$ cat src/rtl/addf_arb.sv
// Round-robin arbiter sharing one combinational single-precision adder among N requesters.
// Contains the truncating adder (addf) and the scheduler top (addf_arb).

module addf (
  input  logic [31:0] a_i,
  input  logic [31:0] b_i,
  output logic [31:0] s_o
);

  // Count of leading zeros in a 24-bit mantissa (24 when all zero).
  function automatic logic [4:0] lzc24(input logic [23:0] m);
    logic [4:0] n;
    n = 5'd24;
    for (int i = 0; i < 24; i++) begin
      if (m[i]) begin
        n = 5'(23 - i);
      end else begin
        n = n;
      end
    end
    return n;
  endfunction

  logic [31:0] big_s;
  logic [31:0] small_s;
  logic [7:0]  exp_big_s;
  logic [7:0]  exp_diff_s;
  logic [23:0] man_big_s;
  logic [23:0] man_small_s;
  logic [24:0] sum_s;
  logic [23:0] diff_s;
  logic [23:0] norm_s;
  logic [4:0]  lz_s;

  // Align the smaller operand, add or subtract magnitudes, renormalise with truncation.
  always_comb begin
    big_s       = (a_i[30:0] >= b_i[30:0]) ? a_i : b_i;
    small_s     = (a_i[30:0] >= b_i[30:0]) ? b_i : a_i;
    exp_big_s   = big_s[30:23];
    exp_diff_s  = big_s[30:23] - small_s[30:23];
    man_big_s   = {1'b1, big_s[22:0]};
    man_small_s = {1'b1, small_s[22:0]} >> exp_diff_s;
    sum_s       = 25'd0;
    diff_s      = 24'd0;
    norm_s      = 24'd0;
    lz_s        = 5'd0;
    s_o         = 32'd0;
    if (big_s[31] == small_s[31]) begin
      sum_s = {1'b0, man_big_s} + {1'b0, man_small_s};
      if (sum_s[24]) begin
        s_o = {big_s[31], exp_big_s + 8'd1, sum_s[23:1]};
      end else begin
        s_o = {big_s[31], exp_big_s, sum_s[22:0]};
      end
    end else begin
      diff_s = man_big_s - man_small_s;
      lz_s   = lzc24(diff_s);
      norm_s = diff_s << lz_s;
      if (diff_s == 24'd0) begin
        s_o = 32'd0;
      end else begin
        s_o = {big_s[31], exp_big_s - {3'd0, lz_s}, norm_s[22:0]};
      end
    end
  end

endmodule

module addf_arb #(
  parameter int N   = 4,
  parameter int IDW = 2
) (
  input  logic              clk,
  input  logic              rst_n,
  input  logic [N-1:0]      req_valid,
  input  logic [32*N-1:0]   req_a,
  input  logic [32*N-1:0]   req_b,
  output logic [N-1:0]      req_ready,
  output logic              rsp_valid,
  output logic [IDW-1:0]    rsp_id,
  output logic [31:0]       rsp_s,
  input  logic              rsp_ready,
  output logic              busy
);

  typedef enum logic [1:0] {
    IDLE = 2'd0,
    CALC = 2'd1,
    RESP = 2'd2
  } state_e;

  state_e         state_q;
  state_e         state_d;
  logic [IDW-1:0] ptr_q;
  logic [IDW-1:0] ptr_d;
  logic [IDW-1:0] id_q;
  logic [31:0]    op_a_q;
  logic [31:0]    op_b_q;
  logic           rsp_valid_q;
  logic [IDW-1:0] rsp_id_q;
  logic [31:0]    rsp_s_q;
  logic           grant_vld_s;
  logic [IDW-1:0] grant_idx_s;
  logic [31:0]    sum_s;

  addf u_addf (
    .a_i (op_a_q),
    .b_i (op_b_q),
    .s_o (sum_s)
  );

  // Rotating priority search starting at ptr_q, wrapping at N.
  always_comb begin
    int idx;
    idx         = 0;
    grant_vld_s = 1'b0;
    grant_idx_s = '0;
    for (int i = 0; i < N; i++) begin
      idx = int'(ptr_q) + i;
      if (idx >= N) begin
        idx = idx - N;
      end else begin
        idx = idx;
      end
      if (!grant_vld_s && req_valid[idx]) begin
        grant_vld_s = 1'b1;
        grant_idx_s = IDW'(idx);
      end else begin
        grant_vld_s = grant_vld_s;
      end
    end
  end

  // Pointer following the winner; explicit wrap keeps non-power-of-2 N in range.
  always_comb begin
    if (grant_idx_s == IDW'(N - 1)) begin
      ptr_d = '0;
    end else begin
      ptr_d = grant_idx_s + IDW'(1);
    end
  end

  // State register.
  always_ff @(posedge clk or negedge rst_n) begin
    if (!rst_n) begin
      state_q <= IDLE;
    end else begin
      state_q <= state_d;
    end
  end

  // Next-state logic.
  always_comb begin
    state_d = state_q;
    case (state_q)
      IDLE: begin
        if (grant_vld_s) begin
          state_d = CALC;
        end else begin
          state_d = IDLE;
        end
      end
      CALC: state_d = RESP;
      RESP: begin
        if (rsp_ready) begin
          state_d = IDLE;
        end else begin
          state_d = RESP;
        end
      end
      default: state_d = IDLE;
    endcase
  end

  // Grant strobe; gated by rst_n so it reads zero while reset is held.
  always_comb begin
    req_ready = '0;
    if (rst_n && (state_q == IDLE) && grant_vld_s) begin
      req_ready[grant_idx_s] = 1'b1;
    end else begin
      req_ready = '0;
    end
  end

  // Operand capture, pointer update and response registers.
  always_ff @(posedge clk or negedge rst_n) begin
    if (!rst_n) begin
      ptr_q       <= '0;
      id_q        <= '0;
      op_a_q      <= 32'd0;
      op_b_q      <= 32'd0;
      rsp_valid_q <= 1'b0;
      rsp_id_q    <= '0;
      rsp_s_q     <= 32'd0;
    end else begin
      case (state_q)
        IDLE: begin
          if (grant_vld_s) begin
            op_a_q <= req_a[int'(grant_idx_s)*32 +: 32];
            op_b_q <= req_b[int'(grant_idx_s)*32 +: 32];
            id_q   <= grant_idx_s;
            ptr_q  <= ptr_d;
          end
        end
        CALC: begin
          rsp_s_q     <= sum_s;
          rsp_id_q    <= id_q;
          rsp_valid_q <= 1'b1;
        end
        RESP: begin
          if (rsp_ready) begin
            rsp_valid_q <= 1'b0;
          end
        end
        default: rsp_valid_q <= 1'b0;
      endcase
    end
  end

  assign rsp_valid = rsp_valid_q;
  assign rsp_id    = rsp_id_q;
  assign rsp_s     = rsp_s_q;
  assign busy      = (state_q != IDLE);

endmodule

$ cat config.mk
export PLATFORM = sky130hd
export DESIGN_NAME = addf_arb
export DESIGN_NICKNAME = d
export VERILOG_FILES = /design/src/rtl/addf_arb.sv
export SDC_FILE = /design/constraint.sdc
export NUM_CORES = 1
export LEC_CHECK = 0
export CORE_UTILIZATION = 55
export DETAILED_ROUTE_END_ITERATION = 6
export GPL_TIMING_DRIVEN = 0
export PLACE_DENSITY = 0.95
export SLEW_MARGIN = 20
export SYNTH_ARGS = -nofsm -noshare
export SYNTH_HDL_FRONTEND = slang
export SYNTH_HIERARCHICAL = 1
export SYNTH_SLANG_ARGS = --single-unit
$ cat constraint.sdc
create_clock -name clk -period 21 [get_ports clk]
set_clock_uncertainty 0.15 [all_clocks]
set_input_delay 3.15 -clock clk [delete_from_list [all_inputs] [get_ports clk]]
set_output_delay 3.15 -clock clk [all_outputs]
set_load 0.05 [all_outputs]
After elaboration in Yosys (flattened, before gate mapping) --
Cells that the tools add are included.
Storage, ports and cells: RAM bits 0, ROM bits 0, memories kept 0, register bits after elaboration 105, output and inout bits 40, bits in latches 0
Operators by class: shift operators 4, reductions and logical operators 14, $mul 0, bitwise logic cells 1, div/mod/pow operators 0, muxes and demuxes 63, $lt $le $gt $ge 11, add/sub/neg operators 13, equality and inequality tests 5
Operator list (number):
- 32-bit 2-to-1 mux | 8
- 128-bit by 8-bit indexed part select with 32-bit output | 2
- 32-bit by 4-bit < comparator with 1-bit output (second input constant) | 4
- 5-bit 2-to-1 mux | 17
- 4-bit 2-to-1 mux | 9
- 31-bit greater-or-equal comparator | 1
- 31-bit 2-to-1 mux | 1
- 24-bit by 24-bit adder with 25-bit output | 1
- 24-bit logical NOT | 1
- 24-bit by 5-bit left shift with 23-bit output | 1
- 24-bit by 8-bit right shift with 24-bit output | 1
- 24-bit subtractor | 1
- 1-bit 2-to-1 mux | 15
- 2-bit 2-to-1 mux | 6
- 3-bit by 3-bit subtractor with 4-bit output (second input constant) | 3
- 3-bit greater-or-equal comparator (second input constant) | 3
- 8-bit by 1-bit adder with 8-bit output (second input constant) | 1
- 1-bit binary-select mux with 2-bit select | 4
- 8-bit by 5-bit subtractor with 8-bit output | 1
- 8-bit subtractor | 1
- 2-bit by 2-bit adder with 3-bit output (second input constant) | 2
- 1-bit logical AND | 6
- 2-bit case mux with 3 select lines | 1
- 2-bit == test (second input constant) | 2
- 16 further kinds | 19

Longest topological paths before layout --
depth in word-level cells 33, gate-level depth with buffers 54

Hierarchy --
Netlist, hierarchy kept.
Modules (own cells, without submodules):
- addf | sequential area each 0.0 µm², cells an instance 1181, times used 1, area an instance 7581.0 µm²
- addf_arb | sequential area each 2627.5 µm², cells an instance 573, times used 1, area an instance 5957.0 µm²

Least setup slack after synthesis --
OpenSTA, ideal clock, no wires.
kind reg-to-reg, start point register op_b_q[29], end point register rsp_s_q[29] (netlist: rsp_s[29]), path slack 11.240 ns, buffers on the path 6, data arrival time 9.486 ns, stages on the path, launching flop included 51, data required time 20.725 ns, cells stage by stage dfrtp_1 inv_1 ha_1 buf_4 a21oi_1 a21oi_1 a211oi_2 nand2_1 a21oi_2 clkbuf_1 clkbuf_1 nor2_1 a21oi_1 ha_1 nand3_1 o2111ai_1 o311ai_2 o211ai_2 [15 not listed] nand3_1 a311oi_1 nor4b_2 nor2_2 buf_4 buf_4 inv_1 ha_1 inv_1 fa_1 a21o_1 a21oi_1 inv_1 a21oi_1 nand2_1 xnor2_1 o22ai_1 mux2_2
On the way: word-level cells in the longest chain between the ends 33, elaborated cells between the ends (all ways) 39, classes of those cells add/sub (5); order compare (1); eq/ne (1); shift (1); mux (30); reduce/logical (1)
RTL lines:
- start: declaration | RTL line 98 | logic [31:0] op_b_q;
- start signal: assignment | RTL line 200 | op_b_q <= req_b[int'(grant_idx_s)*32 +: 32];
- 31-bit greater-or-equal comparator | RTL line 37, 38
- 32-bit 2-to-1 mux (on tied branches) | RTL line 37, 38
- 8-bit subtractor | RTL line 40 | exp_diff_s = big_s[30:23] - small_s[30:23];
- 24-bit by 8-bit right shift with 24-bit output | RTL line 42 | man_small_s = {1'b1, small_s[22:0]} >> exp_diff_s;
- 24-bit subtractor | RTL line 56 | diff_s = man_big_s - man_small_s;
- 4-bit 2-to-1 mux (8 in series) | RTL line 15 | if (m[i]) begin
- 5-bit 2-to-1 mux (16 in series) | RTL line 15
- 5-bit 2-to-1 mux | RTL line 48 | if (big_s[31] == small_s[31]) begin
- 8-bit by 5-bit subtractor with 8-bit output | RTL line 62 | s_o = {big_s[31], exp_big_s - {3'd0, lz_s}, norm_s[22:0]};
- 32-bit 2-to-1 mux | RTL line 59 | if (diff_s == 24'd0) begin
- 32-bit 2-to-1 mux * | RTL line 48
- net sum_s[29] | RTL line 104 | logic [31:0] sum_s;
- end signal: assignment | RTL line 206 | rsp_s_q <= sum_s;
- end: declaration | RTL line 101 | logic [31:0] rsp_s_q;
Mark *: on every way through the listed nets, which the timed path passes. The rest lies on a longest branch. The select of a mux whose other input is x is not followed. A chain may end at the register's enable or synchronous reset.

Worst setup path after layout --
Same ends and word-level chain as after synthesis.

==> flow_summary_export.csv <==
group,metric,value,unit
logic_synthesis,postSynthAreaPerCell,7.718,um^2
grt,grt_pass1_vias,15330,
layout,nets,2418,
logic_synthesis,ys_seq_elements,105,
logic_synthesis,synth_nets,2105,
clocking,cts-htree-levels,3,
logic_synthesis,yosysMostFrequentCell,"nor2_1",
drt,drt_wl_total,53660,um
critical_path,crit_fanout,10,
logic_synthesis,synth_cells,1754,
layout,fin_area,0.01728,mm^2
grt,grt-ovfl-total,0,
run,cap_violations,0,
clocking,cts_made_buffers,9,
logic_synthesis,synth_top_cell_area_share,0.1941,
critical_path,end_kind,"flip-flop",
placement,placed_area,0.01699,mm^2
drt,avgRoutedWirePerCell,22.38,um
hold_path,holdPathStages,1,
hold_path,hold_path.class,"flip-flop to flip-flop",
grt,grt_util_met2,0.7041,
floorplan,die_h,158.9,um
floorplan,rows,57,
critical_path,rrSetupSlack,8.31,ns
drt,drcViolationCount,0,
clocking,postCtsSetupRepairBufs,0,
floorplan,design.die.area,0.02525,mm^2
clocking,hold_buffers,0,
clocking,clkTransAtPathRegs,0.08,ns
grt,grt_antenna_before_repair,2,
logic_synthesis,synth_edf_count,0,
floorplan,coreArea,0.02425,mm^2
drt,via_per_inst,6.618,
outcome,outcome,"finished, final reports clean",
critical_path,r2r_cells,50,
placement,place.gp.congestion,1.024,
critical_path,worstReg2RegEnd,"rsp_s[29]$_DFFE_PN0P_",
logic_synthesis,synth_area,0.01354,mm^2
logic_synthesis,yosysUniqueCellTypes,98,
critical_path,r2r_start,"op_b_q[29]$_DFFE_PN0P_",
logic_synthesis,ys_async_sr_fraction,1.000,
timing,tns,0,ns
critical_path,arrival,12.80,ns
grt,grt_pass1_wl,82280,um
timing,slew_viol_final,0,
hold_path,holdPathEnd,"rsp_valid$_DFFE_PN0P_",
layout,drive_gt1_frac,0.08349,
floorplan,io_pins,303,
grt,grt_use_total,0.4132,
logic_synthesis,yosysSeqAreaShare,0.1941,
clocking,cts_tree,"done",
critical_path,max_stage_delay,0.74,ns
drt,antenna_left,0,
critical_path,worstSetupPathType,"flip-flop to flip-flop",
grt,use_met3,0.05564,
layout,syn2layout_area_growth,27.62,%
critical_path,cp.required,21.10,ns
critical_path,critPathMostFrequentCell,"a21oi_1",
logic_synthesis,yosys_warnings,6,
placement,dp.cells,2380,
timing,setup_slack,8.307,ns
placement,io_buffers,301,
timing,setup_viol,0,
placement,hpwl,44030,um
logic_synthesis,synthTopCellsByArea,"dfrtp_1, mux2i_1, ha_1",
logic_synthesis,synth_top_area_cell,"dfrtp_1",
clocking,cts_max_path_buffers,2,
floorplan,start_util,0.5583,
clocking,clock-sinks,105,
drt,drt_iter0_drc,1797,
critical_path,crit_slowest_cell,"o21ai_0",
timing,finalHoldViolCount,0,
clocking,clock-root-buffer,"clkbuf_16",
timing,fin_crit,12.69,ns
timing,fmaxAchievable,78.78,MHz
drt,drt-pass1-iter-count,6,
clocking,cts_resized,0,
hold_path,hp-start,"rsp_valid$_DFFE_PN0P_",
grt,grt_max_degree,61,
grt,busiest_layer,"met2",
timing,rsz0062_at_grt,"false",
critical_path,start_kind,"flip-flop",
logic_synthesis,synthFlopType,"dfrtp_1",
layout,fin_cells,2398,
timing,max_slew_margin,0.2975,
clocking,clkLatencyLatePin,0.37,ns
drt,via_count,15870,
placement,pre_cts_ws,8.736,ns
timing,period_share,0.6044,
critical_path,path_delay_family,"compound AO/OA/AOI/OAI gates",
floorplan,die_w,158.9,um
layout,fillCellCount,1909,
grt,grtUsageMet1,0.4881,
logic_synthesis,synth_commonest_cells,"nor2_1, mux2i_1, o21ai_0",
timing,worst_pin_slew,1.043,ns
critical_path,path_buf_inv,10,
## registers in the layout, summed over array words and instances, names as in the netlist
name       cells
op_a_q        32
state_q        2
ptr_q          2
id_q           2
rsp_valid      1
rsp_s         32
rsp_id         2
op_b_q        32
## worst max path at each step
stage | startpoint | to | slack [ns] | cells past startpoint
6_report | op_b_q[29]$_DFFE_PN0P_ | rsp_s[29]$_DFFE_PN0P_ | 8.31 | 50
5_1_grt | op_b_q[29]$_DFFE_PN0P_ | rsp_s[29]$_DFFE_PN0P_ | 7.66 | 50
4_1_cts | op_b_q[29]$_DFFE_PN0P_ | rsp_s[29]$_DFFE_PN0P_ | 8.70 | 50
3_5_place_dp | op_b_q[29]$_DFFE_PN0P_ | rsp_s[29]$_DFFE_PN0P_ | 8.74 | 50
3_3_place_gp | op_b_q[29]$_DFFE_PN0P_ | rsp_s[29]$_DFFE_PN0P_ | 9.03 | 47
2_1_floorplan | op_b_q[29]$_DFFE_PN0P_ | rsp_s[29]$_DFFE_PN0P_ | 11.24 | 50
## cells in the final DEF (no fill, tap or decap), types with 7 or more instances in the layout
master and instances:
a211oi_1 26, a21o_1 22, a21oi_1 113, a221oi_1 48
a221oi_2 18, a31oi_1 11, and3_1 18, buf_2 20
buf_4 16, buf_6 7, clkbuf_1 69, clkbuf_16 9
clkdlybuf4s50_1 300, dfrtp_1 105, ha_1 85, inv_1 100
mux2_2 45, mux2i_1 147, nand2_1 139, nand2b_1 12
nand3_1 25, nand4_1 10, nor2_1 191, nor2b_1 25
nor3_1 36, o21a_1 8, o21ai_0 140, o21ai_1 18
o21bai_1 8, o22ai_1 77, o31ai_1 7, or2_2 13
xnor2_1 45, xor2_1 15
## cells by family after synthesis
family,after synthesis,synth area share
compound gates,580,0.2922
buf+inv,222,0.07135
mux,196,0.1503
simple gates,503,0.1702
xor+xnor,60,0.03882
fa+ha+maj,88,0.08299
flops,105,0.1941
## through the flow
| step | util | hold slack (ns) |
|---|---|---|
| final | 0.7125 | 0.3375 |
| after global placement | 0.6993 | 0.3086 |
| after CTS | 0.7123 | 0.3412 |
| after detailed placement | 0.7005 | 0.3140 |
| after global routing | 0.7125 | 0.3666 |
| after floorplan | - | 0.2938 |
## area by class of cell
| cell class | count | area, um^2 | area share |
|---|---|---|---|
| Tap cell | 324 | 405.4 | 0.02346 |
| Sequential cell | 105 | 2628 | 0.1521 |
| Timing Repair Buffer | 302 | 3042 | 0.1761 |
| Multi-Input combinational cell | 1427 | 9945 | 0.5756 |
| Buffer | 117 | 571.8 | 0.03310 |
| Inverter | 105 | 394.1 | 0.02281 |
| Clock inverter | 6 | 47.55 | 0.002752 |
| Antenna cell | 2 | 5.005 | 0.0002897 |
| Clock buffer | 10 | 239.0 | 0.01383 |
## metal layers
layer	vias up	wire length [um]
li1	7090	-
met1	7443	19880
met2	1093	25580
met3	243	4486
met4	0	3709
met5	-	0
## worst register-to-register path, delay by kind of cell, from the launching register on
kind / cells / cell delay, ns
xor gates and xnor gates: 1 / 0.19
muxes: 1 / 0.29
and+or+nand+nor: 9 / 1.49
DFF: 1 / 0.48
buffers and inverters: 10 / 2.25
AOI/OAI and AO/OA: 24 / 6.32
adders and majority gates: 5 / 1.40
Power is left out: the tool's default activity adds up to more than one toggle a clock period on the data nets, which glitch-free logic cannot reach.
